## config.mk

```make
export PLATFORM = sky130hd
export DESIGN_NAME = mem_arbiter_flat
export DESIGN_NICKNAME = d
export VERILOG_FILES = /design/src/rtl/mem_arbiter_if.sv /design/src/rtl/mem_arbiter.sv /design/src/flat_wrapper.sv
export SDC_FILE = /design/constraint.sdc
export NUM_CORES = 1
export LEC_CHECK = 0
export CAP_MARGIN = 20
export CORE_ASPECT_RATIO = 1.1
export CORE_MARGIN = 1.5
export CORE_UTILIZATION = 49
export DETAILED_ROUTE_END_ITERATION = 12
export GPL_TIMING_DRIVEN = 0
export PLACE_DENSITY = 0.84
export SYNTH_ARGS = -nofsm -noshare
export SYNTH_HDL_FRONTEND = slang
export SYNTH_SLANG_ARGS = --single-unit
```

## constraint.sdc

```tcl
create_clock -name clk -period 3.7 [get_ports clk]
set_input_delay 0.74 -clock clk [delete_from_list [all_inputs] [get_ports clk]]
set_output_delay 0.74 -clock clk [all_outputs]
set_load 0.05 [all_outputs]
```

## src/rtl/mem_arbiter_if.sv

```systemverilog
// Bundles the fetch, load/store and RAM-side signals of the memory arbiter.
// The arbiter uses the slave modport; requesters and the RAM model use master.
interface mem_arbiter_if;
    logic        rdy;
    logic        if_req;
    logic [31:0] if_addr;
    logic        if_abort;
    logic        if_done;
    logic [31:0] if_data;
    logic        mem_req;
    logic        mem_we;
    logic [1:0]  mem_len;
    logic [31:0] mem_addr;
    logic [31:0] mem_wdata;
    logic        mem_done;
    logic [31:0] mem_rdata;
    logic [7:0]  ram_din;
    logic [7:0]  ram_dout;
    logic [31:0] ram_a;
    logic        ram_wr;

    modport slave (
        input  rdy, if_req, if_addr, if_abort, mem_req, mem_we, mem_len, mem_addr, mem_wdata,
               ram_din,
        output if_done, if_data, mem_done, mem_rdata, ram_dout, ram_a, ram_wr
    );

    modport master (
        output rdy, if_req, if_addr, if_abort, mem_req, mem_we, mem_len, mem_addr, mem_wdata,
               ram_din,
        input  if_done, if_data, mem_done, mem_rdata, ram_dout, ram_a, ram_wr
    );
endinterface

```

## src/rtl/mem_arbiter.sv

```systemverilog
// Byte-serial memory arbiter: shares one 8-bit RAM port between instruction
// fetch (word reads) and load/store (1/2/4 bytes). Loads have priority.
module mem_arbiter (
    input  logic         clk,
    input  logic         rst_n,
    mem_arbiter_if.slave bus
);

    typedef enum logic [2:0] {StIdle, StIfRd, StMemRd, StMemWr, StDone} state_e;

    state_e      state_q, state_d;
    logic [2:0]  cnt_q, cnt_d;
    logic [31:0] base_q, base_d;
    logic [2:0]  len_q, len_d;
    logic [31:0] wdata_q, wdata_d;
    logic [31:0] res_q, res_d;
    logic [31:0] if_data_q, if_data_d;
    logic [31:0] mem_rdata_q, mem_rdata_d;
    logic        is_mem_q, is_mem_d;

    logic [2:0]  mem_n;
    logic [2:0]  cap_idx;
    logic [31:0] res_ins;
    logic        busy;
    logic        in_range;

    // Registers for FSM, transfer context and result words.
    always_ff @(posedge clk or negedge rst_n) begin
        if (!rst_n) begin
            state_q     <= StIdle;
            cnt_q       <= '0;
            base_q      <= '0;
            len_q       <= '0;
            wdata_q     <= '0;
            res_q       <= '0;
            if_data_q   <= '0;
            mem_rdata_q <= '0;
            is_mem_q    <= 1'b0;
        end else begin
            state_q     <= state_d;
            cnt_q       <= cnt_d;
            base_q      <= base_d;
            len_q       <= len_d;
            wdata_q     <= wdata_d;
            res_q       <= res_d;
            if_data_q   <= if_data_d;
            mem_rdata_q <= mem_rdata_d;
            is_mem_q    <= is_mem_d;
        end
    end

    // Decode byte count and merge the incoming RAM byte into the result.
    always_comb begin
        mem_n   = bus.mem_len[1] ? 3'd4 : (bus.mem_len[0] ? 3'd2 : 3'd1);
        // ram_din belongs to the address issued one cycle earlier, i.e. byte cnt-1
        cap_idx = cnt_q - 3'd1;
        res_ins = res_q;
        res_ins[{cap_idx[1:0], 3'b000} +: 8] = bus.ram_din;
    end

    // Next-state logic; everything holds while rdy is low.
    always_comb begin
        state_d     = state_q;
        cnt_d       = cnt_q;
        base_d      = base_q;
        len_d       = len_q;
        wdata_d     = wdata_q;
        res_d       = res_q;
        if_data_d   = if_data_q;
        mem_rdata_d = mem_rdata_q;
        is_mem_d    = is_mem_q;
        if (bus.rdy) begin
            unique case (state_q)
                StIdle: begin
                    if (bus.mem_req) begin
                        state_d  = bus.mem_we ? StMemWr : StMemRd;
                        base_d   = bus.mem_addr;
                        len_d    = mem_n;
                        wdata_d  = bus.mem_wdata;
                        res_d    = '0;
                        cnt_d    = '0;
                        is_mem_d = 1'b1;
                    end else if (bus.if_req) begin
                        state_d  = StIfRd;
                        base_d   = bus.if_addr;
                        len_d    = 3'd4;
                        wdata_d  = '0;
                        res_d    = '0;
                        cnt_d    = '0;
                        is_mem_d = 1'b0;
                    end
                end
                StIfRd, StMemRd: begin
                    if (state_q == StIfRd && bus.if_abort) begin
                        state_d = StIdle;
                        cnt_d   = '0;
                    end else begin
                        cnt_d = cnt_q + 3'd1;
                        if (cnt_q != 3'd0) res_d = res_ins;
                        if (cnt_q == len_q) begin
                            state_d = StDone;
                            if (is_mem_q) mem_rdata_d = res_ins;
                            else          if_data_d   = res_ins;
                        end
                    end
                end
                StMemWr: begin
                    cnt_d = cnt_q + 3'd1;
                    if (cnt_q == len_q - 3'd1) state_d = StDone;
                end
                StDone: begin
                    state_d = StIdle;
                    cnt_d   = '0;
                end
                default: state_d = StIdle;
            endcase
        end
    end

    // RAM port and completion outputs, decoded from the current state.
    always_comb begin
        busy     = (state_q == StIfRd) || (state_q == StMemRd) || (state_q == StMemWr);
        in_range = cnt_q < len_q;
        bus.ram_a    = (busy && in_range) ? base_q + {29'd0, cnt_q} : '0;
        bus.ram_wr   = (state_q == StMemWr) && in_range && bus.rdy;
        bus.ram_dout = ((state_q == StMemWr) && in_range) ?
                       wdata_q[{cnt_q[1:0], 3'b000} +: 8] : '0;
        // Gated by rdy so a frozen DONE cycle does not stretch the pulse
        bus.if_done   = (state_q == StDone) && !is_mem_q && bus.rdy;
        bus.mem_done  = (state_q == StDone) && is_mem_q && bus.rdy;
        bus.if_data   = if_data_q;
        bus.mem_rdata = mem_rdata_q;
    end

endmodule

```

## src/flat_wrapper.sv

```systemverilog
// flat-port wrapper written by rule: the top's interface ports become plain ports
module mem_arbiter_flat 
  (clk, rst_n, bus_rdy, bus_if_req, bus_if_addr, bus_if_abort, bus_mem_req, bus_mem_we, bus_mem_len, bus_mem_addr, bus_mem_wdata, bus_ram_din, bus_if_done, bus_if_data, bus_mem_done, bus_mem_rdata, bus_ram_dout, bus_ram_a, bus_ram_wr);
  mem_arbiter_if bus_i ();
  input  logic clk;
  input  logic rst_n;
  input wire logic [$bits(bus_i.rdy)-1:0] bus_rdy;
  input wire logic [$bits(bus_i.if_req)-1:0] bus_if_req;
  input wire logic [$bits(bus_i.if_addr)-1:0] bus_if_addr;
  input wire logic [$bits(bus_i.if_abort)-1:0] bus_if_abort;
  input wire logic [$bits(bus_i.mem_req)-1:0] bus_mem_req;
  input wire logic [$bits(bus_i.mem_we)-1:0] bus_mem_we;
  input wire logic [$bits(bus_i.mem_len)-1:0] bus_mem_len;
  input wire logic [$bits(bus_i.mem_addr)-1:0] bus_mem_addr;
  input wire logic [$bits(bus_i.mem_wdata)-1:0] bus_mem_wdata;
  input wire logic [$bits(bus_i.ram_din)-1:0] bus_ram_din;
  output wire logic [$bits(bus_i.if_done)-1:0] bus_if_done;
  output wire logic [$bits(bus_i.if_data)-1:0] bus_if_data;
  output wire logic [$bits(bus_i.mem_done)-1:0] bus_mem_done;
  output wire logic [$bits(bus_i.mem_rdata)-1:0] bus_mem_rdata;
  output wire logic [$bits(bus_i.ram_dout)-1:0] bus_ram_dout;
  output wire logic [$bits(bus_i.ram_a)-1:0] bus_ram_a;
  output wire logic [$bits(bus_i.ram_wr)-1:0] bus_ram_wr;
  assign bus_i.rdy = bus_rdy;
  assign bus_i.if_req = bus_if_req;
  assign bus_i.if_addr = bus_if_addr;
  assign bus_i.if_abort = bus_if_abort;
  assign bus_i.mem_req = bus_mem_req;
  assign bus_i.mem_we = bus_mem_we;
  assign bus_i.mem_len = bus_mem_len;
  assign bus_i.mem_addr = bus_mem_addr;
  assign bus_i.mem_wdata = bus_mem_wdata;
  assign bus_i.ram_din = bus_ram_din;
  assign bus_if_done = bus_i.if_done;
  assign bus_if_data = bus_i.if_data;
  assign bus_mem_done = bus_i.mem_done;
  assign bus_mem_rdata = bus_i.mem_rdata;
  assign bus_ram_dout = bus_i.ram_dout;
  assign bus_ram_a = bus_i.ram_a;
  assign bus_ram_wr = bus_i.ram_wr;
  mem_arbiter u_core (.clk(clk), .rst_n(rst_n), .bus(bus_i));
endmodule
```

Yosys cells after proc, flatten, opt, wreduce, memory -nomap -nowiden. Index checks and enable logic that the tools add are counted.

Register bits: 170. Word-level logic and storage cells: 82.

Add/sub/neg operators: 5. Magnitude comparators: 1. Eq/ne operators: 11. Shift-type cells: 3. Multiplexer cells: 28. Bitwise logic cells: 2. Reductions and logical operators: 23.

Operator list (count): $mux W32 (8); $pmux W32 S2 (1); $mux W3 (11); $add A32 B3 Y32 (1); $bwmux W32 (1); $shift A8 B7 Y32 const A (1); $shiftx A32 B6 Y8 (1); $shiftx A8 B7 Y32 (1); $reduce_and A5 Y1 (3); $pmux W3 S4 (1); $pmux W3 S3 (1); $logic_and A1 B1 Y1 (8); $mux W8 (1); $neg A5 Y7 (1); $eq A3 B2 Y1 const B (2); $eq A3 B3 Y1 (2); $reduce_and A3 Y1 (2); $ne A2 B1 Y1 const B (2); $reduce_and A4 Y1 (1); $reduce_bool A2 Y1 (2); $reduce_bool A4 Y1 (1); $add A3 B1 Y3 const B (1); $eq A3 B1 Y1 const B (1); $eq A3 B3 Y1 const B (1); 14 further kinds (18).

Depth between registers and ports, before layout. Gate-level depths: netlist (run 1).

Depth in word-level cells: 7. Gate-level depth with buffers: 10. Mapped depth without buffers: 8.

Worst setup path after synthesis (run 1). Ideal clock, no wire load.

Path kind: register to output. Start point: register u_core.cnt_q[1]. End point: output bus_ram_a[26]. Arrival time: 2840 ps. Setup slack: 120 ps. Cell stages (with the launch flop): 9. Path buffers: 1. Path through: dfrtp_1 clkbuf_1 inv_1 fa_1 nor2b_1 o2111ai_2 nor3b_1 xnor2_1 nor2_1.

Longest elaborated chain between the ends: 3.

RTL lines: start: declaration (RTL line mem_arbiter.sv:12) `logic [2:0] cnt_q, cnt_d;`; start signal: assignment (RTL line mem_arbiter.sv:41) `cnt_q <= cnt_d;`; branches (longest 2 deep; another with $add A32 B3 Y32); $mux W32 * (RTL line mem_arbiter.sv:124) `bus.ram_a = (busy && in_range) ? base_q + {29'd0, cnt_q} : '0;`; end: declaration (RTL line flat_wrapper.sv:22) `output wire logic [$bits(bus_i.ram_a)-1:0] bus_ram_a;`.

Every way passes the cells marked *.

Worst setup path in the final report (run 1).
Start point: register u_core.cnt_q[1]. End point: output bus_ram_a[28].

The elaborated chain is that of the path after synthesis.

==> impl_results.md, run 1 <==
- Core area: 16400 um2
- Clk slew on worst S/H paths: 60 ps
- Clock Path Buffers: 2
- Synth Area in Compound Gates: 17.1%
- Post-Synth XOR/XNOR Area: 3.39%
- Yosys warns: 0
- Worst r2r dst: u_core.res_q[25]$_DFFE_PN0P_
- Crit Path Max Fanout: 10
- Final Hold Vio Count: 0
- Power share of the combinational group: 48.1%
- Non-Filler Instances: 1274
- Worst r2r src: u_core.cnt_q[1]$_DFFE_PN0P_
- Gpl congestion: 0.878
- Peak supply drop: 0.653 mV
- Antenna violations before repair: 0
- Synthesis-to-layout area growth: 36.6%
- Main synth FF type: dfrtp_1
- Tcrit/Tclk final: 97.6%
- Global Route Usage Sum: 27.1%
- Largest net degree at the start of global routing: 99
- Switching pwr: 4.06 mW
- Post-synth top area cell: dfrtp_1
- Pwr Density: 815 nW/um2
- Seq pwr share: 32.3%
- Post-synth EDFFs: 0
- Pre-CTS setup slack: -789 ps
- CTS tree: yes
- R2R Setup Slk: 780 ps
- WL/cell: 18.0 um
- Cell Area, Placed: 10700 um2
- Routed Antenna Nets: 0
- Sequential area share after synthesis: 51.5%
- Hold_ws: 279 ps
- Final WS setup: 87.7 ps
- Mux cell area share after synthesis: 6.33%
- Clock group share of total power: 19.6%
- Worst EP required: 2960 ps
- Post-synth ARST share: 100%
- Fill count: 1265
- Area of the multi-input gates: 3750 um2
- Syn Nets: 949
- Share of the synthesized area in the top cell type: 51.5%
- Worst setup EP type: output pin
- Pre-Repair DR Iteration Count: 5
- Total power: 9.21 mW
- Register area: 4260 um2
- Final slew viol count: 0
- TritonCTS Buffers: 17
- First-pass GRT wire length: 37400 um
- Setup crit start kind: register
- R2R depth: 8
- Post-Syn Area: 8260 um2
- Status: completed
- Final setup violation count: 0
- Leak: 4.98 nW
- Post-synthesis adder-cell area fraction: 2.21%
- CP arrival: 2870 ps
- CP Class: register to output pin
- Final min period: 3610 ps
- Remaining DRCs: 0
- Drt via density: 5.57
- Placed cell count: 1237
- Slew Limit Headroom: 40.1%
- Yosys reg bits: 170
- Die area: 17700 um2
- CTS Sinks: 170
- Share of post-route cells with drive strength above 1: 11.8%
- Clock insertion delay at the later pin of the skew report: 440 ps
- Gr ovfl total: 0
- Final HPWL DP: 16700 um
- Syn_area_per_cell: 10.1 um2
- Root buffer cell: clkbuf_16
- Synth top cells by count: dfrtp_1, nor2_1, nand2_1
- Internal power: 5.14 mW
- Vias in the first global route: 7337
- I/O pins: 220
- Nets: 1184
- Top-count cell post-synth: dfrtp_1
- Actual slew at the worst max-slew pin: 891 ps
- Final WL: 23000 um
- Max Cap Viol: 0
- Port bufs: 210
- Largest family of logic cells by synthesized area: compound AO/OA/AOI/OAI gates
- Drt initial violations: 514
- Vias post-DR: 7090
- Initial Utilization: 50.3%
- # H-tree levels: 4
- Die width: 127 um
- Switching Share: 44.2%
- Yosys cell types: 49
- Design Area, Final: 11300 um2
- Simple logic cell fraction of the synthesized area: 15.9%
- FP Rows: 49
- Die Y: 139 um
- Setup Skew: 8.28 ps
- Fmax: 0.277 GHz
- Hold Crit Class: input pin to async pin
- Syn Inst Count: 822
- Antenna Cells: 0
- Area contributors post-synth: dfrtp_1, a22o_1, o21ai_0
- # hold bufs at CTS: 0
flip-flops by register name, summed over array words and instances, names as in the netlist:
signal	flops
u_core.wdata_q	32
u_core.bus.if_data	32
u_core.len_q	3
u_core.is_mem_q	1
u_core.res_q	32
u_core.state_q	3
u_core.bus.mem_rdata	32
u_core.cnt_q	3
u_core.base_q	32
through the flow:
step | TNS (ps) | utilization (%)
final | 0 | 68.7
after global placement | -831000 | 64.6
after global routing | -35.1 | 68.7
after floorplan | 0 | -
after detailed placement | -10340 | 64.8
after CTS | -9.27 | 68.3
kinds of logic after synthesis:
logic type / Yosys count
buffers and inverters: 75
flip-flops: 170
AND/OR/NAND/NOR: 266
XOR/XNOR: 32
multiplexers: 42
adder cells (fa/ha/maj): 14
AO/OA/AOI/OAI: 223
layer usage:
metal  vias up  wire length, um  GRT usage, %
li1       3344                -             -
met1      3448             9010          31.7
met2       257            12000          48.2
met3        41             1350          6.33
met4         0              589          9.93
met5         -                0             0
how the worst max path moves through the flow:
stage                                      startpoint                       endpoint  slack (ps)
after floorplan           u_core.cnt_q[1]$_DFFE_PN0P_                  bus_ram_a[26]         120
after global placement                          rst_n  u_core.base_q[10]$_DFFE_PN0P_       -4850
after detailed placement  u_core.cnt_q[1]$_DFFE_PN0P_                  bus_ram_a[28]        -790
after CTS                 u_core.cnt_q[1]$_DFFE_PN0P_                  bus_ram_a[28]          -9
after global routing      u_core.cnt_q[1]$_DFFE_PN0P_                  bus_ram_a[28]         -30
final                     u_core.cnt_q[1]$_DFFE_PN0P_                  bus_ram_a[28]          90
worst max-delay path, cell delays in order, from the launching register on:
cell and delay (ps):
dfrtp_2 450, buf_6 190, inv_1 130, fa_1 470
nor2b_4 190, o2111ai_4 170, buf_12 170, nor3_4 210
xnor2_1 100, nor2_1 80, buf_2 270
timing repair:
action | in CTS | in global routing
setup endpoints to repair | 41 | 41
resized for setup | 223 | 18
setup buffers | 0 | 5
hold endpoints to repair | 0 | 0
pin swaps | 0 | 1
cell usage in the layout (no fill, tap or decap), types with 8 or more instances in the layout:
| master | n |
|---|---|
| buf_2 | 16 |
| clkdlybuf4s15_2 | 8 |
| buf_1 | 17 |
| mux2i_1 | 32 |
| ha_1 | 13 |
| a21oi_1 | 67 |
| buf_4 | 31 |
| nor2b_1 | 47 |
| o21ai_0 | 74 |
| clkbuf_16 | 17 |
| nand3_1 | 8 |
| nor3_1 | 8 |
| nor2_1 | 79 |
| inv_1 | 17 |
| xnor2_1 | 26 |
| clkbuf_1 | 23 |
| dfrtp_1 | 168 |
| nand2_1 | 78 |
| mux4_2 | 8 |
| clkdlybuf4s50_1 | 168 |
| a22o_1 | 65 |
final cells by class:
cell class / instances / area share, %
Sequential cell: 170 / 37.7
Multi-Input combinational cell: 577 / 33.2
Timing Repair Buffer: 216 / 18.8
Clock buffer: 21 / 4.08
Tap cell: 204 / 2.26
Buffer: 57 / 2.18
Clock inverter: 11 / 1.19
Inverter: 18 / 0.598
power by group through the flow:
stage / clock, mW / sequential [mW] / combinational (mW)
3_3_place_gp: 0 / 2.95 / 4.32
5_1_grt: 1.91 / 3.05 / 4.75
4_1_cts: 1.82 / 2.96 / 4.40
3_5_place_dp: 0 / 2.99 / 4.41
2_1_floorplan: 0 / 3.63 / 2.29
6_report: 1.81 / 2.97 / 4.43
(Power assumes the default switching activity.)
==> inputs of run 2 (changes only) <==
--- a/config.mk
+++ b/config.mk
@@ -12,6 +12,7 @@
 export DETAILED_ROUTE_END_ITERATION = 12
 export GPL_TIMING_DRIVEN = 0
 export PLACE_DENSITY = 0.84
+export REMOVE_ABC_BUFFERS = 1
 export SYNTH_ARGS = -nofsm -noshare
 export SYNTH_HDL_FRONTEND = slang
 export SYNTH_SLANG_ARGS = --single-unit
==> impl_results.md, run 2 (synthesis results as in run 1) <==
- Drt initial violations: 369 (was 514)
- Clock Path Buffers: 2 (unchanged)
- Root buffer cell: clkbuf_16 (unchanged)
- Final WS setup: 129 ps (was 87.7 ps)
- Vias post-DR: 6772 (was 7090)
- Port bufs: 219 (was 210)
- Final Hold Vio Count: 0 (unchanged)
- Slew Limit Headroom: 41.2% (was 40.1%)
- Largest net degree at the start of global routing: 123 (was 99)
- Placed cell count: 1199 (was 1237)
- Area of the multi-input gates: 3730 um2 (was 3750 um2)
- Vias in the first global route: 6815 (was 7337)
- Setup crit start kind: register (unchanged)
- Actual slew at the worst max-slew pin: 875 ps (was 891 ps)
- FP Rows: 49 (unchanged)
- Pre-CTS setup slack: -851 ps (was -789 ps)
- Commonest non-fill, non-tap cells in the layout: clkdlybuf4s50_1, dfrtp_1, nor2_1 (unchanged)
- Pre-Repair DR Iteration Count: 5 (unchanged)
- Gpl congestion: 0.813 (was 0.878)
- Register area: 4260 um2 (about the same)
- Worst setup EP type: output pin (unchanged)
- Max Cap Viol: 0 (unchanged)
- Remaining DRCs: 0 (unchanged)
- Pwr Density: 815 nW/um2 (about the same)
- Routed Antenna Nets: 0 (unchanged)
- Core area: 16400 um2 (unchanged)
- Share of post-route cells with drive strength above 1: 10.1% (was 11.8%)
- Final HPWL DP: 15000 um (was 16700 um)
- Clk slew on worst S/H paths: 60 ps (about the same)
- Unrepaired setup endpoints after global routing: true
- Drt via density: 5.48 (was 5.57)
- Final WL: 21100 um (was 23000 um)
- Synthesis-to-layout area growth: 38.2% (was 36.6%)
- First-pass GRT wire length: 34600 um (was 37400 um)
- CTS Sinks: 170 (unchanged)
- Antenna violations before repair: 1 (was 0)
- Leak: 4.96 nW (was 4.98 nW)
- Final slew viol count: 0 (unchanged)
- Non-Filler Instances: 1235 (was 1274)
- Final cell utilization of the core: 69.5% (was 68.7%)
- Global Route Usage Sum: 24.8% (was 27.1%)
- Gr ovfl total: 0 (unchanged)
- Most common cell after layout, fill and taps aside: clkdlybuf4s50_1
- Setup Skew: 7.86 ps (was 8.28 ps)
- Crit Path Max Fanout: 10 (unchanged)
- Final setup violation count: 0 (unchanged)
- WL/cell: 17.1 um (was 18.0 um)
- Fmax: 0.280 GHz (was 0.277 GHz)
- Fill count: 1237 (was 1265)
- Hold Crit Class: input pin to async pin (unchanged)
- # hold bufs at CTS: 0 (unchanged)
- Die area: 17700 um2 (unchanged)
- Design Area, Final: 11400 um2 (was 11300 um2)
- Nets: 1145 (was 1184)
- # H-tree levels: 4 (unchanged)
- Die Y: 139 um (unchanged)
- Die width: 127 um (unchanged)
- CP arrival: 2830 ps (was 2870 ps)
- CTS tree: yes (unchanged)
- I/O pins: 220 (unchanged)
- Total power: 9.31 mW (was 9.21 mW)
- Tcrit/Tclk final: 96.5% (was 97.6%)
- Clock insertion delay at the later pin of the skew report: 420 ps (was 440 ps)
- Status: completed (unchanged)
- TritonCTS Buffers: 17 (unchanged)
- Worst EP required: 2960 ps (about the same)
- Final min period: 3570 ps (was 3610 ps)
- Peak supply drop: 0.373 mV (was 0.653 mV)
- CP Class: register to output pin (unchanged)
- R2R Setup Slk: 780 ps (about the same)
- Initial Utilization: 50.3% (unchanged)
- Cell Area, Placed: 10700 um2 (about the same)
run 2: cell types whose count changed in the layout (fill, tap and decap cells not counted), moves of 3 or more:
| cell | previous run | this run |
|---|---|---|
| bufinv_16 | 2 | 5 |
| dlygate4sd2_1 | 0 | 9 |
| clkdlybuf4s15_2 | 8 | 28 |
| buf_1 | 17 | 0 |
| clkbuf_2 | 4 | 0 |
| buf_4 | 31 | 4 |
| clkbuf_1 | 23 | 2 |
| buf_8 | 1 | 6 |
| clkdlybuf4s50_1 | 168 | 176 |
| buf_2 | 16 | 2 |
run 2: final cells by class:
| class | instances | area share (%) |
|---|---|---|
| timing repair buffer | 234 | 21.5 |
| multi-input combinational | 577 | 32.7 |
| clock buffer | 21 | 4.03 |
| sequential | 170 | 37.3 |
| tap | 204 | 2.24 |
| antenna | 1 | 0.0219 |
| inverter | 18 | 0.592 |
| clock inverter | 10 | 1.67 |
run 2: critical path, cell delays in order (launching register included):
cell and delay [ps]:
dfrtp_4 440, ha_1 170, inv_1 50, fa_1 390, nor2b_2 240, o2111ai_4 240, nor3b_1 310, xnor2_1 90
nor2_1 90, clkdlybuf4s18_2 390
run 2: routing by layer:
| layer | vias up | global-route usage [%] | part of all wire [%] |
|---|---|---|---|
| met5 | - | 0 | 0 |
| met4 | 0 | 7.48 | 1.6 |
| met3 | 26 | 7.95 | 6.7 |
| met2 | 226 | 41.3 | 49 |
| met1 | 3257 | 31.1 | 42 |
| li1 | 3263 | - | - |
run 2: path summary, 6_finish.rpt:
| path | start | end | cells past startpoint |
|---|---|---|---|
| setup / recovery | u_core.cnt_q[0]$_DFFE_PN0P_ | bus_ram_a[26] | 9 |
| hold / removal | rst_n | u_core.bus.mem_rdata[13]$_DFFE_PN0P_ | 1 |
| setup reg to reg | u_core.cnt_q[0]$_DFFE_PN0P_ | u_core.res_q[19]$_DFFE_PN0P_ | 6 |
| hold reg to reg | u_core.bus.mem_rdata[30]$_DFFE_PN0P_ | u_core.bus.mem_rdata[30]$_DFFE_PN0P_ | 2 |
| max in group asynchronous | rst_n | u_core.cnt_q[0]$_DFFE_PN0P_ | 2 |
| min in group clk | u_core.bus.mem_rdata[30]$_DFFE_PN0P_ | u_core.bus.mem_rdata[30]$_DFFE_PN0P_ | 2 |
run 2: what timing repair did:
action                                  in CTS  in global routing
pin swaps                                    0                  1
buffers inserted                             3                  1
gates resized for setup                    117                  3
endpoints found under the setup margin      41                 11
run 2: through the flow:
step | setup TNS [ps] | hold WS (ps)
2_1_floorplan | -295 | 444
3_3_place_gp | -1053870 | 460
3_5_place_dp | -22170 | 469
4_1_cts | 0 | 225
5_1_grt | -84.1 | 231
6_report | 0 | 222
run 2: power by group:
group / switching, mW / internal (mW)
Combinational: 2.74 / 1.63
Clock: 0.730 / 1.23
Sequential: 0.487 / 2.49
Total: 3.96 / 5.35
